[config.mk]
export PLATFORM = sky130hd
export DESIGN_NAME = piece_mover_n_flat
export DESIGN_NICKNAME = d
export VERILOG_FILES = /design/src/rtl/piece_mover_n_if.sv /design/src/rtl/piece_mover_n.sv /design/src/flat_wrapper.sv
export SDC_FILE = /design/constraint.sdc
export NUM_CORES = 1
export LEC_CHECK = 0
export ABC_CLOCK_PERIOD_IN_PS = 12300
export CAP_MARGIN = 25
export CELL_PAD_IN_SITES_DETAIL_PLACEMENT = 0
export CELL_PAD_IN_SITES_GLOBAL_PLACEMENT = 1
export CORE_ASPECT_RATIO = 1.4
export CORE_UTILIZATION = 25
export DETAILED_ROUTE_END_ITERATION = 8
export PLACE_DENSITY_LB_ADDON = 0.1
export SETUP_SLACK_MARGIN = 0.1
export SLEW_MARGIN = 20
export SYNTH_ARGS = -nofsm -noshare
export SYNTH_HDL_FRONTEND = slang
export SYNTH_SLANG_ARGS = --single-unit
[constraint.sdc]
create_clock -name clka -period 12.3 [get_ports clka]
set_input_delay 1.845 -clock clka [delete_from_list [all_inputs] [get_ports clka]]
set_output_delay 1.845 -clock clka [all_outputs]
set_load 0.02 [all_outputs]
[src/rtl/piece_mover_n_if.sv]
// rtl/piece_mover_n_if.sv - command/status bundle between the controller and piece_mover_n
// master: drives spawn/spawn_type/left/right/rotate/drop/board_ld/board_ld_data, observes status
// slave : piece_mover_n itself; drives busy/piece_*/locked/game_over/board_locked/board_view
interface piece_mover_n_if #(
  parameter int COLS = 4,
  parameter int ROWS = 8
);
  localparam int XW = $clog2(COLS) + 2;
  localparam int YW = $clog2(ROWS) + 1;

  logic                   spawn;
  logic [2:0]             spawn_type;
  logic                   left;
  logic                   right;
  logic                   rotate;
  logic                   drop;
  logic                   board_ld;
  logic [COLS*ROWS-1:0]   board_ld_data;

  logic                   busy;
  logic                   piece_active;
  logic signed [XW-1:0]   piece_x;
  logic [YW-1:0]          piece_y;
  logic [1:0]             piece_rot;
  logic [2:0]             piece_type;
  logic                   locked;
  logic                   game_over;
  logic [COLS*ROWS-1:0]   board_locked;
  logic [COLS*ROWS-1:0]   board_view;

  modport master (
    output spawn, spawn_type, left, right, rotate, drop, board_ld, board_ld_data,
    input  busy, piece_active, piece_x, piece_y, piece_rot, piece_type,
           locked, game_over, board_locked, board_view
  );

  modport slave (
    input  spawn, spawn_type, left, right, rotate, drop, board_ld, board_ld_data,
    output busy, piece_active, piece_x, piece_y, piece_rot, piece_type,
           locked, game_over, board_locked, board_view
  );
endinterface

[src/rtl/piece_mover_n.sv]
// rtl/piece_mover_n.sv - locked board plus one active tetromino with collision-checked moves
// clka      : clock, rising edge
// restart_n : synchronous active-low reset
// bus       : piece_mover_n_if.slave (commands in, piece/board status out)
module piece_mover_n #(
  parameter int COLS      = 4,
  parameter int ROWS      = 8,
  parameter int SPAWN_COL = 0
) (
  input  logic            clka,
  input  logic            restart_n,
  piece_mover_n_if.slave  bus
);
  localparam int XW = $clog2(COLS) + 2;
  localparam int YW = $clog2(ROWS) + 1;
  localparam int NB = COLS * ROWS;
  localparam int IW = $clog2(NB);
  localparam logic signed [XW:0] COLS_S = (XW+1)'(COLS);
  localparam logic [YW:0]        ROWS_U = (YW+1)'(ROWS);

  typedef enum logic [2:0] {S_IDLE, S_READY, S_CHECK, S_RESOLVE, S_LOCK} state_t;
  typedef enum logic [1:0] {C_SPAWN, C_DROP, C_MOVE} cmd_t;

  // Cell k of a shape as {row, col} inside its bounding box, rotation applied.
  // Rotation-0 tables pack four {r,c} nibbles, cell 0 in the low nibble.
  function automatic logic [3:0] cell_rc(input logic [2:0] t, input logic [1:0] rot,
                                         input logic [1:0] k);
    logic [15:0] shp;
    logic [3:0]  rc;
    logic [1:0]  r, c, tmp, n1;
    case (t)
      3'd0:    shp = 16'h7654;
      3'd2:    shp = 16'h6541;
      3'd3:    shp = 16'h5421;
      3'd4:    shp = 16'h6510;
      3'd5:    shp = 16'h6540;
      3'd6:    shp = 16'h6542;
      default: shp = 16'h6521;
    endcase
    rc = shp[{k, 2'b00} +: 4];
    r  = rc[3:2];
    c  = rc[1:0];
    n1 = (t == 3'd0) ? 2'd3 : 2'd2;
    // O is rotation-invariant; everything else turns clockwise rot times.
    if (t != 3'd1 && t != 3'd7) begin
      for (int i = 0; i < 3; i++) begin
        if (i < int'(rot)) begin
          tmp = r;
          r   = c;
          c   = n1 - tmp;
        end
      end
    end
    return {r, c};
  endfunction

  // Returns {in_bounds, board index}; the x sum is one bit wider than x so a
  // negative column never wraps into a legal one.
  function automatic logic [IW:0] cell_idx(input logic signed [XW-1:0] x,
                                           input logic [YW-1:0] y, input logic [3:0] rc);
    logic signed [XW:0] cx;
    logic [YW:0]        cy;
    logic               inb;
    int                 lin;
    cx  = $signed({x[XW-1], x}) + $signed({{(XW-1){1'b0}}, rc[1:0]});
    cy  = {1'b0, y} + {{(YW-1){1'b0}}, rc[3:2]};
    inb = !cx[XW] && (cx < COLS_S) && (cy < ROWS_U);
    lin = int'(cy) * COLS + int'(cx);
    return {inb, IW'(lin)};
  endfunction

  state_t               state_q, state_d;
  cmd_t                 cmd_q;
  logic [1:0]           k_q;
  logic                 fail_q;
  logic [2:0]           cand_type_q;
  logic [1:0]           cand_rot_q;
  logic signed [XW-1:0] cand_x_q;
  logic [YW-1:0]        cand_y_q;
  logic [2:0]           piece_type_q;
  logic [1:0]           piece_rot_q;
  logic signed [XW-1:0] piece_x_q;
  logic [YW-1:0]        piece_y_q;
  logic                 active_q;
  logic                 locked_q;
  logic                 game_over_q;
  logic [NB-1:0]        board_q;
  logic [NB-1:0]        view;
  logic [IW:0]          cpos;
  logic [IW:0]          vpos;
  logic                 cand_ok;
  logic                 any_cmd;
  logic                 spawn_go;

  assign any_cmd  = bus.drop || bus.rotate || bus.left || bus.right;
  assign spawn_go = !bus.board_ld && bus.spawn && !game_over_q;

  always_comb begin
    cpos    = cell_idx(cand_x_q, cand_y_q, cell_rc(cand_type_q, cand_rot_q, k_q));
    cand_ok = cpos[IW] && !board_q[cpos[IW-1:0]];
  end

  always_comb begin
    view = board_q;
    vpos = '0;
    if (active_q) begin
      for (int i = 0; i < 4; i++) begin
        vpos = cell_idx(piece_x_q, piece_y_q, cell_rc(piece_type_q, piece_rot_q, 2'(i)));
        if (vpos[IW]) view[vpos[IW-1:0]] = 1'b1;
      end
    end
  end

  always_ff @(posedge clka) begin
    if (!restart_n) state_q <= S_IDLE;
    else            state_q <= state_d;
  end

  always_comb begin
    state_d = state_q;
    case (state_q)
      S_IDLE:    if (spawn_go) state_d = S_CHECK;
      S_READY:   if (any_cmd) state_d = S_CHECK;
      S_CHECK:   if (k_q == 2'd3) state_d = S_RESOLVE;
      S_RESOLVE: begin
        if (!fail_q)                state_d = S_READY;
        else if (cmd_q == C_SPAWN)  state_d = S_IDLE;
        else if (cmd_q == C_DROP)   state_d = S_LOCK;
        else                        state_d = S_READY;
      end
      S_LOCK:    state_d = S_IDLE;
      default:   state_d = S_IDLE;
    endcase
  end

  always_ff @(posedge clka) begin
    if (!restart_n) begin
      cmd_q        <= C_SPAWN;
      k_q          <= '0;
      fail_q       <= 1'b0;
      cand_type_q  <= '0;
      cand_rot_q   <= '0;
      cand_x_q     <= '0;
      cand_y_q     <= '0;
      piece_type_q <= '0;
      piece_rot_q  <= '0;
      piece_x_q    <= '0;
      piece_y_q    <= '0;
      active_q     <= 1'b0;
      locked_q     <= 1'b0;
      game_over_q  <= 1'b0;
      board_q      <= '0;
    end else begin
      locked_q <= 1'b0;
      case (state_q)
        S_IDLE: begin
          if (bus.board_ld) begin
            board_q <= bus.board_ld_data;
          end else if (spawn_go) begin
            cand_type_q <= (bus.spawn_type == 3'd7) ? 3'd1 : bus.spawn_type;
            cand_rot_q  <= '0;
            cand_x_q    <= XW'(SPAWN_COL);
            cand_y_q    <= '0;
            cmd_q       <= C_SPAWN;
            k_q         <= '0;
            fail_q      <= 1'b0;
          end
        end
        S_READY: begin
          if (any_cmd) begin
            cand_type_q <= piece_type_q;
            cand_rot_q  <= piece_rot_q;
            cand_x_q    <= piece_x_q;
            cand_y_q    <= piece_y_q;
            cmd_q       <= C_MOVE;
            k_q         <= '0;
            fail_q      <= 1'b0;
            // Only the highest-priority command survives this cycle.
            if (bus.drop) begin
              cand_y_q <= piece_y_q + 1'b1;
              cmd_q    <= C_DROP;
            end else if (bus.rotate) begin
              cand_rot_q <= piece_rot_q + 2'd1;
            end else if (bus.left) begin
              cand_x_q <= piece_x_q - 1'b1;
            end else begin
              cand_x_q <= piece_x_q + 1'b1;
            end
          end
        end
        S_CHECK: begin
          fail_q <= fail_q || !cand_ok;
          k_q    <= k_q + 2'd1;
        end
        S_RESOLVE: begin
          if (!fail_q) begin
            piece_type_q <= cand_type_q;
            piece_rot_q  <= cand_rot_q;
            piece_x_q    <= cand_x_q;
            piece_y_q    <= cand_y_q;
            active_q     <= 1'b1;
          end else if (cmd_q == C_SPAWN) begin
            game_over_q <= 1'b1;
          end
        end
        S_LOCK: begin
          board_q  <= view;
          active_q <= 1'b0;
          locked_q <= 1'b1;
        end
        default: ;
      endcase
    end
  end

  assign bus.busy         = (state_q == S_CHECK) || (state_q == S_RESOLVE) || (state_q == S_LOCK);
  assign bus.piece_active = active_q;
  assign bus.piece_x      = piece_x_q;
  assign bus.piece_y      = piece_y_q;
  assign bus.piece_rot    = piece_rot_q;
  assign bus.piece_type   = piece_type_q;
  assign bus.locked       = locked_q;
  assign bus.game_over    = game_over_q;
  assign bus.board_locked = board_q;
  assign bus.board_view   = view;
endmodule
[src/flat_wrapper.sv]
// flat-port wrapper written by rule: the top's interface ports become plain ports
module piece_mover_n_flat 
#(
  parameter int COLS      = 4,
  parameter int ROWS      = 8,
  parameter int SPAWN_COL = 0
)
  (clka, restart_n, bus_spawn, bus_spawn_type, bus_left, bus_right, bus_rotate, bus_drop, bus_board_ld, bus_board_ld_data, bus_busy, bus_piece_active, bus_piece_x, bus_piece_y, bus_piece_rot, bus_piece_type, bus_locked, bus_game_over, bus_board_locked, bus_board_view);
  piece_mover_n_if #(.COLS(COLS), .ROWS(ROWS)) bus_i ();
  input  logic clka;
  input  logic restart_n;
  input wire logic [$bits(bus_i.spawn)-1:0] bus_spawn;
  input wire logic [$bits(bus_i.spawn_type)-1:0] bus_spawn_type;
  input wire logic [$bits(bus_i.left)-1:0] bus_left;
  input wire logic [$bits(bus_i.right)-1:0] bus_right;
  input wire logic [$bits(bus_i.rotate)-1:0] bus_rotate;
  input wire logic [$bits(bus_i.drop)-1:0] bus_drop;
  input wire logic [$bits(bus_i.board_ld)-1:0] bus_board_ld;
  input wire logic [$bits(bus_i.board_ld_data)-1:0] bus_board_ld_data;
  output wire logic [$bits(bus_i.busy)-1:0] bus_busy;
  output wire logic [$bits(bus_i.piece_active)-1:0] bus_piece_active;
  output wire logic [$bits(bus_i.piece_x)-1:0] bus_piece_x;
  output wire logic [$bits(bus_i.piece_y)-1:0] bus_piece_y;
  output wire logic [$bits(bus_i.piece_rot)-1:0] bus_piece_rot;
  output wire logic [$bits(bus_i.piece_type)-1:0] bus_piece_type;
  output wire logic [$bits(bus_i.locked)-1:0] bus_locked;
  output wire logic [$bits(bus_i.game_over)-1:0] bus_game_over;
  output wire logic [$bits(bus_i.board_locked)-1:0] bus_board_locked;
  output wire logic [$bits(bus_i.board_view)-1:0] bus_board_view;
  assign bus_i.spawn = bus_spawn;
  assign bus_i.spawn_type = bus_spawn_type;
  assign bus_i.left = bus_left;
  assign bus_i.right = bus_right;
  assign bus_i.rotate = bus_rotate;
  assign bus_i.drop = bus_drop;
  assign bus_i.board_ld = bus_board_ld;
  assign bus_i.board_ld_data = bus_board_ld_data;
  assign bus_busy = bus_i.busy;
  assign bus_piece_active = bus_i.piece_active;
  assign bus_piece_x = bus_i.piece_x;
  assign bus_piece_y = bus_i.piece_y;
  assign bus_piece_rot = bus_i.piece_rot;
  assign bus_piece_type = bus_i.piece_type;
  assign bus_locked = bus_i.locked;
  assign bus_game_over = bus_i.game_over;
  assign bus_board_locked = bus_i.board_locked;
  assign bus_board_view = bus_i.board_view;
  piece_mover_n #(.COLS(COLS), .ROWS(ROWS), .SPAWN_COL(SPAWN_COL)) u_core (.clka(clka), .restart_n(restart_n), .bus(bus_i));
endmodule
==> impl_metrics.tcl, run 1 <==
set metrics [dict create \
    final_hold_viol_count 0 \
    min_period_over_period_pct 74.6 \
    synth_common_cells "nand2_1, nor2_1, dfxtp_1, clkbuf_1, ha_1" \
    wl_per_cell_um 21.8 \
    relSlewSlack_pct 34.4 \
    synth.distinct_cells 70 \
    die_area_sq_mm 0.0298 \
    yosysTopAreaCell "dfxtp_1" \
    remaining_drc_errors 0 \
    synth_top_area_share_pct 19.0 \
    maxCapViolCount 0 \
    vias 7611 \
    cp.required_ns 10.45 \
    drtIter0Drc 530 \
    max-vdd-ir-drop_v 0.0000570 \
    io_pins 124 \
    slowest_delay_ns 0.65 \
    portBuffers 123 \
    antenna_cells 0 \
    ys_seq_elements 69 \
    synth_seq_area_share_pct 19.0 \
    grt_usage_pct 21.0 \
    design.core.area_sq_mm 0.0285 \
    startpoint_type "register" \
    max_freq_mhz 109 \
    finalMaxSlewViolations 0 \
    nets 1137 \
    worst_slew_pin_slew_ns 0.972 \
    synth-edff-count 0 \
    crit_type "register to output pin" \
    std_cell_rows 73 \
    antenna_found_initial 0 \
    dr.pass1.iters 5 \
    cp.arrival_ns 7.33 \
    netlist_area_sq_mm 0.00728 \
    overflow 0 \
    clock_path_buffers 2 \
    wirelength_um 30900 \
    htreeDepth 3 \
    post_cts_resized 0 \
    grt_pass1_vias 7744 \
    path_max_fanout 27 \
    drive_gt1_share_pct 5.77 \
    cts_made_buffers 9 \
    syn-num-nets 1046 \
    fin_skew_ns 0.0146 \
    synthArstFlopShare_pct 0 \
    die_w_um 146 \
    dp_hpwl_um 24300 \
    gp_congestion 0.932 \
    clkLatencyLatePin_ns 0.34 \
    grt_max_degree 48 \
    rsz0062_at_grt "no" \
    power.density_mw_per_mm2 70.4 \
    post_cts_buffers 0 \
    finalPower_w 0.000645 \
    cp_slowest_cell "xnor2_1" \
    die_y_um 204 \
    ys.warnings.count 0 \
    setup_viol 0 \
    clock-sinks 69 \
    root_buffer "clkbuf_16" \
    synth_top_cells_by_area "dfxtp_1, ha_1, nand2_1, fa_1, mux2i_1" \
    post-synth-top-count-cell "nand2_1" \
    ys.flop_type "dfxtp_1" \
    setup_tns_ns 0 \
    start_util_pct 25.5 \
    cts_tree "built" \
    viasPerCell 5.38 \
    outcome "finished clean" \
    syn_avg_cell_area_sq_um 7.71 \
    min_path_type "register to register" \
    area_delta_synth_final_pct 25.9 \
    cts_hold_buf 0 \
    path_clk_slew_ns 0.07 \
    end_kind "output pin" \
    p_leak_nw 3.59 \
    detail-route-antenna-nets 0 \
    synth_cells 944 \
    grt_pass1_wl_um 47600 \
    final.min_clock_period_ns 9.18 \
]
kinds of logic (layout without fill, tap and decap cells):
logic type	count (synthesis)	in the layout	synth area share, %
AND/OR/NAND/NOR	369	369	24.5
buffers and inverters	81	177	4.35
adder cells (fa/ha/maj)	59	59	11.8
multiplexers	44	44	7.84
flip-flops	69	69	19.0
XOR/XNOR	44	44	5.40
AO/OA/AOI/OAI	278	278	27.2
metrics by stage:
stage | hold WS, ns | util [%] | instances | setup slack [ns] | instance area (sq um)
floorplan | 0.429 | - | 944 | 4.84 | 7280
global placement | 0.452 | 31.1 | 1398 | 3.10 | 8870
detailed placement | 0.448 | 31.1 | 1398 | 3.13 | 8870
CTS | 0.459 | 32.1 | 1414 | 2.74 | 9150
global route | 0.487 | 32.1 | 1415 | 2.55 | 9160
finish | 0.457 | 32.1 | 1415 | 3.12 | 9160
routing by layer:
| layer | track usage [%] | vias to the layer above | wire length [um] |
|---|---|---|---|
| met5 | 0 | - | 0 |
| met2 | 38.6 | 233 | 15900 |
| met4 | 9.60 | 0 | 1310 |
| li1 | - | 3674 | - |
| met1 | 23.8 | 3639 | 12500 |
| met3 | 2.97 | 65 | 1110 |
final timing paths:
path / startpoint / endpoint / slack [ns] / cells past startpoint
max: u_core.bus.piece_rot[1] / bus_board_view[27] / 3.12 / 26
min: u_core.cmd_q[0] / u_core.state_q[2] / 0.46 / 2
max reg2reg: u_core.bus.piece_rot[1] / u_core.bus.board_locked[27] / 5.81 / 25
min reg2reg: u_core.cmd_q[0] / u_core.state_q[2] / 0.46 / 2
registers in the layout (all words and copies together) (netlist names):
name	count
u_core.bus.board_locked	32
u_core.bus.game_over	1
u_core.bus.locked	1
u_core.bus.piece_active	1
u_core.bus.piece_rot	2
u_core.bus.piece_type	3
u_core.bus.piece_x	4
u_core.bus.piece_y	4
u_core.cand_rot_q	2
u_core.cand_type_q	3
u_core.cand_x_q	4
u_core.cand_y_q	4
u_core.cmd_q	2
u_core.fail_q	1
u_core.k_q	2
u_core.state_q	3
cells in the final DEF, fill, tap and decap left out, types with 7 or more instances in the layout:
cell type	netlist	final
a211oi_1	7	7
a21boi_0	19	19
a21o_1	37	37
a21oi_1	36	36
a22o_1	8	8
a22oi_1	17	17
a32oi_1	9	9
buf_4	1	15
clkbuf_16	0	9
clkdlybuf4s50_1	0	123
dfxtp_1	69	69
fa_1	16	16
ha_1	43	43
inv_1	21	21
mux2i_1	30	30
mux4_2	10	10
nand2_1	130	130
nand2b_1	23	23
nand3_1	29	29
nor2_1	72	72
nor2b_1	28	28
nor3_1	24	23
nor4_1	12	12
o211ai_1	8	8
o21ai_0	39	39
o221ai_1	12	12
o22ai_1	22	22
o2bb2ai_1	18	18
or3_1	9	9
xnor2_1	24	24
xor2_1	19	19
worst max-delay path: cells and delay by family, from the launching register on:
family,cells,cell delay [ns]
compound gates,7,1.57
xor+xnor,5,1.25
fa+ha+maj,5,1.72
buf+inv,5,1.47
flops,1,0.30
simple gates,4,0.68
report_power, final:
group	switching, W	total, W	internal, W
registers	0.0000138	0.000246	0.000232
logic	0.0000718	0.000145	0.0000735
clock network	0.000116	0.000254	0.000137
cell type report:
type                       count  area, sq um
fill                        3094        19300
multi-input combinational    794         5590
sequential                    69         1380
timing repair buffer         139         1360
tap                          375          469
clock buffer                   9          225
inverter                      22         82.6
clock inverter                 7         51.3
(Power assumes the default switching activity.)
==> run 2: changes to the inputs <==
ABC_CLOCK_PERIOD_IN_PS = 7700   (was 12300)
clock period = 7.7 ns   (was 12.3 ns; I/O delays follow)
==> impl_metrics.tcl, run 2 (synthesized netlist as in run 1, its figures left out) <==
set metrics [dict create \
    die_area_sq_mm 0.0298 \
    nets 1147 \
    rsz0062_at_grt "yes" \
    gp_congestion 0.922 \
    outcome "finished clean" \
    end_kind "output pin" \
    remaining_drc_errors 0 \
    portBuffers 123 \
    grt_usage_pct 20.7 \
    cts_tree "built" \
    wl_per_cell_um 21.4 \
    design.core.area_sq_mm 0.0285 \
    root_buffer "clkbuf_16" \
    drive_gt1_share_pct 7.71 \
    cts_hold_buf 0 \
    path_clk_slew_ns 0.07 \
    cp.arrival_ns 6.05 \
    max_freq_mhz 139 \
    fill_cells 3115 \
    cp.required_ns 6.55 \
    cts_made_buffers 9 \
    clkLatencyLatePin_ns 0.34 \
    clock_path_buffers 2 \
    grt_pass1_wl_um 46700 \
    die_y_um 204 \
    setup_viol 0 \
    rrSetupSlack_ns 2.42 \
    power.density_mw_per_mm2 113 \
    fin_skew_ns 0.0102 \
    io_pins 124 \
    worst_r2r_path_depth 24 \
    grt_pass1_vias 7601 \
    largest_reg_flops 32 \
    layout_common_cells "nand2_1, clkdlybuf4s50_1, nor2_1" \
    antenna_found_initial 0 \
    clock-sinks 69 \
    finalMaxSlewViolations 0 \
    startpoint_type "register" \
    grt_max_degree 48 \
    min_period_over_period_pct 93.5 \
    maxCapViolCount 0 \
    relSlewSlack_pct 38.8 \
    overflow 0 \
    detail-route-antenna-nets 0 \
    htreeDepth 3 \
    final_hold_viol_count 0 \
    min_path_type "register to register" \
    final.min_clock_period_ns 7.20 \
    viasPerCell 5.29 \
    std_cell_rows 73 \
    setup_slack_ns 0.498 \
    worst_slew_pin_slew_ns 0.913 \
    max-vdd-ir-drop_v 0.000101 \
    dp_hpwl_um 24200 \
    final_common_cell "nand2_1" \
    start_util_pct 25.5 \
    min_path_cells 2 \
    path_max_fanout 14 \
    antenna_cells 0 \
    dr.pass1.iters 5 \
    vias 7538 \
    drtIter0Drc 467 \
    reg2reg_to "u_core.bus.board_locked[14]" \
    wirelength_um 30600 \
    area_delta_synth_final_pct 28.3 \
    worst_hold_path.endpoint "u_core.state_q[2]" \
    pre_cts_ws_ns 0.566 \
    r2r-start "u_core.bus.piece_type[1]" \
    hp-start "u_core.cmd_q[0]" \
    die_w_um 146 \
    setup_tns_ns 0 \
    p_leak_nw 3.68 \
    crit_type "register to output pin" \
]
## run 2: cell types whose count changed in the layout (fill, tap and decap cells not counted), moves of 2 or more
cell      before  now
buf_4         15   25
xnor2_2        0    3
nor4_1        12   10
o221ai_2       0    3
nor4_2         0    2
o221ai_1      12    9
nor3_1        23   21
nor3_2         1    3
xnor2_1       24   21
## run 2: area by class of cell
class	instances	area [sq um]	share of cell area [%]
Timing Repair Buffer	149	1430	15.3
Sequential cell	69	1380	14.8
Inverter	22	82.6	0.884
Tap cell	375	469	5.03
Multi-Input combinational cell	794	5670	60.7
Clock inverter	5	60.1	0.643
Clock buffer	11	243	2.60
## run 2: worst max-delay path by stage
stage                     depth (start not counted)                      from            endpoint
after floorplan                                  27   u_core.bus.piece_rot[1]   bus_board_view[8]
after CTS                                        22  u_core.bus.piece_type[2]   bus_board_view[3]
final                                            25  u_core.bus.piece_type[1]  bus_board_view[14]
after global routing                             24  u_core.bus.piece_type[1]  bus_board_view[14]
after detailed placement                         22  u_core.bus.piece_type[2]   bus_board_view[3]
after global placement                           22  u_core.bus.piece_type[2]   bus_board_view[3]
## run 2: what timing repair did
item / CTS / global route
endpoints found under the setup margin: 0 / 27
buffers inserted: 0 / 2
gates resized for setup: 0 / 14
## run 2: through the flow
step | cells | utilization, % | power (W) | cell area [sq um] | hold slack (ns)
3_3_place_gp | 1407 | 31.4 | 0.000635 | 8940 | 0.456
4_1_cts | 1423 | 32.4 | 0.00107 | 9250 | 0.460
5_1_grt | 1425 | 32.8 | 0.00111 | 9340 | 0.507
3_5_place_dp | 1407 | 31.4 | 0.000634 | 8940 | 0.450
2_1_floorplan | 944 | - | 0.000527 | 7280 | 0.429
6_report | 1425 | 32.8 | 0.00106 | 9340 | 0.462
## run 2: routing by layer
layer  global-route usage, %  vias up  wire [um]
li1                        -     3678          -
met2                    38.8      211      16200
met3                    2.79       55        969
met4                    8.67        0       1170
met1                    23.1     3594      12200
met5                       0        -          0
## run 2: power breakdown
part | switching [W] | total [W] | internal, W
registers | 0.0000221 | 0.000393 | 0.000371
clock network | 0.000175 | 0.000435 | 0.000261
logic | 0.000114 | 0.000231 | 0.000117
total | 0.000311 | 0.00106 | 0.000748
## run 2: worst max-delay path: stages (launching register included)
cell             delay (ns)
dfxtp_1                0.31
buf_4                  0.18
nand2b_1               0.23
xor2_1                 0.18
ha_1                   0.27
o21ai_0                0.22
nor2_1                 0.06
nor2_1                 0.15
ha_1                   0.14
nor2_1                 0.03
a21oi_1                0.12
nor2_1                 0.05
ha_1                   0.22
fa_1                   0.46
xor2_1                 0.18
ha_1                   0.21
fa_1                   0.38
xor2_1                 0.24
xnor2_2                0.17
xor2_1                 0.30
nor3_1                 0.12
buf_4                  0.16
a32o_1                 0.27
o31ai_2                0.37
nand2b_1               0.11
clkdlybuf4s50_1        0.56
==> run 3: changes to the inputs <==
REMOVE_ABC_BUFFERS = 1   (was unset)
==> impl_metrics.tcl, run 3 (synthesized netlist as in run 1, its figures left out) <==
set metrics [dict create \
    outcome "finished clean" \
    vias 7540 \
    die_area_sq_mm 0.0298 \
    die_y_um 204 \
    maxCapViolCount 0 \
    min_period_over_period_pct 95.0 \
    grt_pass1_vias 7747 \
    max-vdd-ir-drop_v 0.0000994 \
    drtIter0Drc 345 \
    fin_skew_ns 0.0105 \
    worst_r2r_path_depth 17 \
    layout_common_cells "nand2_1, clkdlybuf4s50_1, nor2_1" \
    power.density_mw_per_mm2 109 \
    finalPower_w 0.00103 \
    io_pins 124 \
    viasPerCell 5.28 \
    p_leak_nw 3.70 \
    crit_family "adder cells" \
    dp.cells 1410 \
    slowest_delay_ns 0.64 \
    cp.required_ns 6.55 \
    grt_usage_pct 20.4 \
    cts_tree "built" \
    net-switching-power_w 0.000311 \
    grt_pass1_wl_um 46000 \
    power.internal_w 0.000714 \
    critical_path_cell_count 23 \
    fill_cells 3145 \
    min_path_type "register to register" \
    final_common_cell "nand2_1" \
    fin_cells 1429 \
    nets 1151 \
    portBuffers 123 \
    clockPowerShare_pct 39.2 \
    htreeDepth 3 \
    start_util_pct 25.5 \
    die_w_um 146 \
    path_max_fanout 5 \
    p_comb_share_pct 22.6 \
    crit_chain "or2_2 -> nor2_1 -> inv_1 -> ha_1 -> o21ai_0 -> nor2_1 -> nor2_1 -> ha_1 -> nor2_1 -> a21oi_1 -> nor2_1 -> ha_1 -> fa_1 -> xor2_1 -> ha_1 -> fa_1 -> xor2_1 -> xnor2_2 -> xor2_2 -> or3_1 -> o211ai_1 -> a21o_1 -> clkdlybuf4s50_1" \
    seqCellArea_sq_mm 0.00138 \
    wl_per_cell_um 21.2 \
    crit_top_cell "nor2_1" \
    wirelength_um 30300 \
    cp.arrival_ns 6.16 \
    max_freq_mhz 137 \
    design.core.area_sq_mm 0.0285 \
    root_buffer "clkbuf_16" \
    relSlewSlack_pct 32.5 \
    overflow 0 \
    dp_hpwl_um 23800 \
    cts_hold_buf 0 \
    multiInputGateArea_sq_mm 0.00571 \
    clock-sinks 69 \
    final.min_clock_period_ns 7.32 \
    detail-route-antenna-nets 0 \
    cts_made_buffers 9 \
    path_clk_slew_ns 0.06 \
    std_cell_rows 73 \
    end_kind "output pin" \
    gp_congestion 0.889 \
    setup_viol 0 \
    crit_type "register to output pin" \
    worst_slew_pin_slew_ns 1.01 \
    crit_buf_inv 2 \
    rsz0062_at_grt "yes" \
    cp_slowest_cell "clkdlybuf4s50_1" \
    antenna_found_initial 0 \
    largest_reg_flops 32 \
    area_delta_synth_final_pct 28.8 \
    antenna_cells 0 \
    clkLatencyLatePin_ns 0.35 \
    min_path_cells 2 \
    switching_share_pct 30.3 \
    drive_gt1_share_pct 9.01 \
    startpoint_type "register" \
    final_hold_viol_count 0 \
    clock_path_buffers 2 \
    grt_max_degree 48 \
    dr.pass1.iters 5 \
    pwr-share-seq_pct 38.2 \
    remaining_drc_errors 0 \
    finalMaxSlewViolations 0 \
]
## run 3: cell type report
class	instances	area share, %
Multi-Input combinational cell	794	60.9
Timing Repair Buffer	153	15.5
Sequential cell	69	14.8
Tap cell	375	5.01
Clock buffer	11	2.59
Inverter	22	0.881
Clock inverter	5	0.387
## run 3: metal layers
metal / part of all wire [%] / global-route usage [%] / wire length (um) / vias to the layer above
li1: - / - / - / 3698
met2: 51 / 37.2 / 15500 / 194
met1: 40 / 22.3 / 12200 / 3597
met4: 5.1 / 11.5 / 1530 / 0
met5: 0 / 0 / 0 / -
met3: 3.7 / 3.17 / 1120 / 51
## run 3: final timing paths
kind / from / slack [ns] / to
worst max-delay path: u_core.bus.piece_type[0] / 0.38 / bus_board_view[7]
worst min-delay path: u_core.cmd_q[0] / 0.46 / u_core.state_q[2]
worst max register to register: u_core.k_q[0] / 2.22 / u_core.fail_q
worst min register to register: u_core.cmd_q[0] / 0.46 / u_core.state_q[2]
## run 3: worst register-to-register path, delay by kind of cell, from the launching register on
family                   cells  cell delay [ns]
multiplexers                 5             1.89
AO/OA/AOI/OAI                7             1.43
adder cells (fa/ha/maj)      3             1.30
flip-flops                   1             0.61
AND/OR/NAND/NOR              1             0.06
buffers and inverters        1             0.05
## run 3: timing repair
action | CTS | global route
setup endpoints to repair | 0 | 30
resized for setup | 0 | 23
buffers inserted | 0 | 2
## run 3: power by group through the flow
stage,Combinational (W),Clock [W],Sequential (W)
floorplan,0.000117,0,0.000406
finish,0.000232,0.000402,0.000391
detailed placement,0.000233,0,0.000399
global route,0.000250,0.000429,0.000394
global placement,0.000234,0,0.000399
CTS,0.000234,0.000414,0.000392
## run 3: stage by stage
stage | hold slack (ns) | setup TNS (ns) | util [%] | setup WS [ns] | area [sq um]
2_1_floorplan | 0.429 | 0 | - | 0.568 | 7040
3_3_place_gp | 0.455 | 0 | 31.4 | 0.682 | 8950
4_1_cts | 0.466 | 0 | 32.4 | 0.193 | 9230
6_report | 0.463 | 0 | 32.9 | 0.385 | 9370
5_1_grt | 0.491 | -0.0569 | 32.9 | -0.0569 | 9370
3_5_place_dp | 0.457 | 0 | 31.4 | 0.603 | 8950
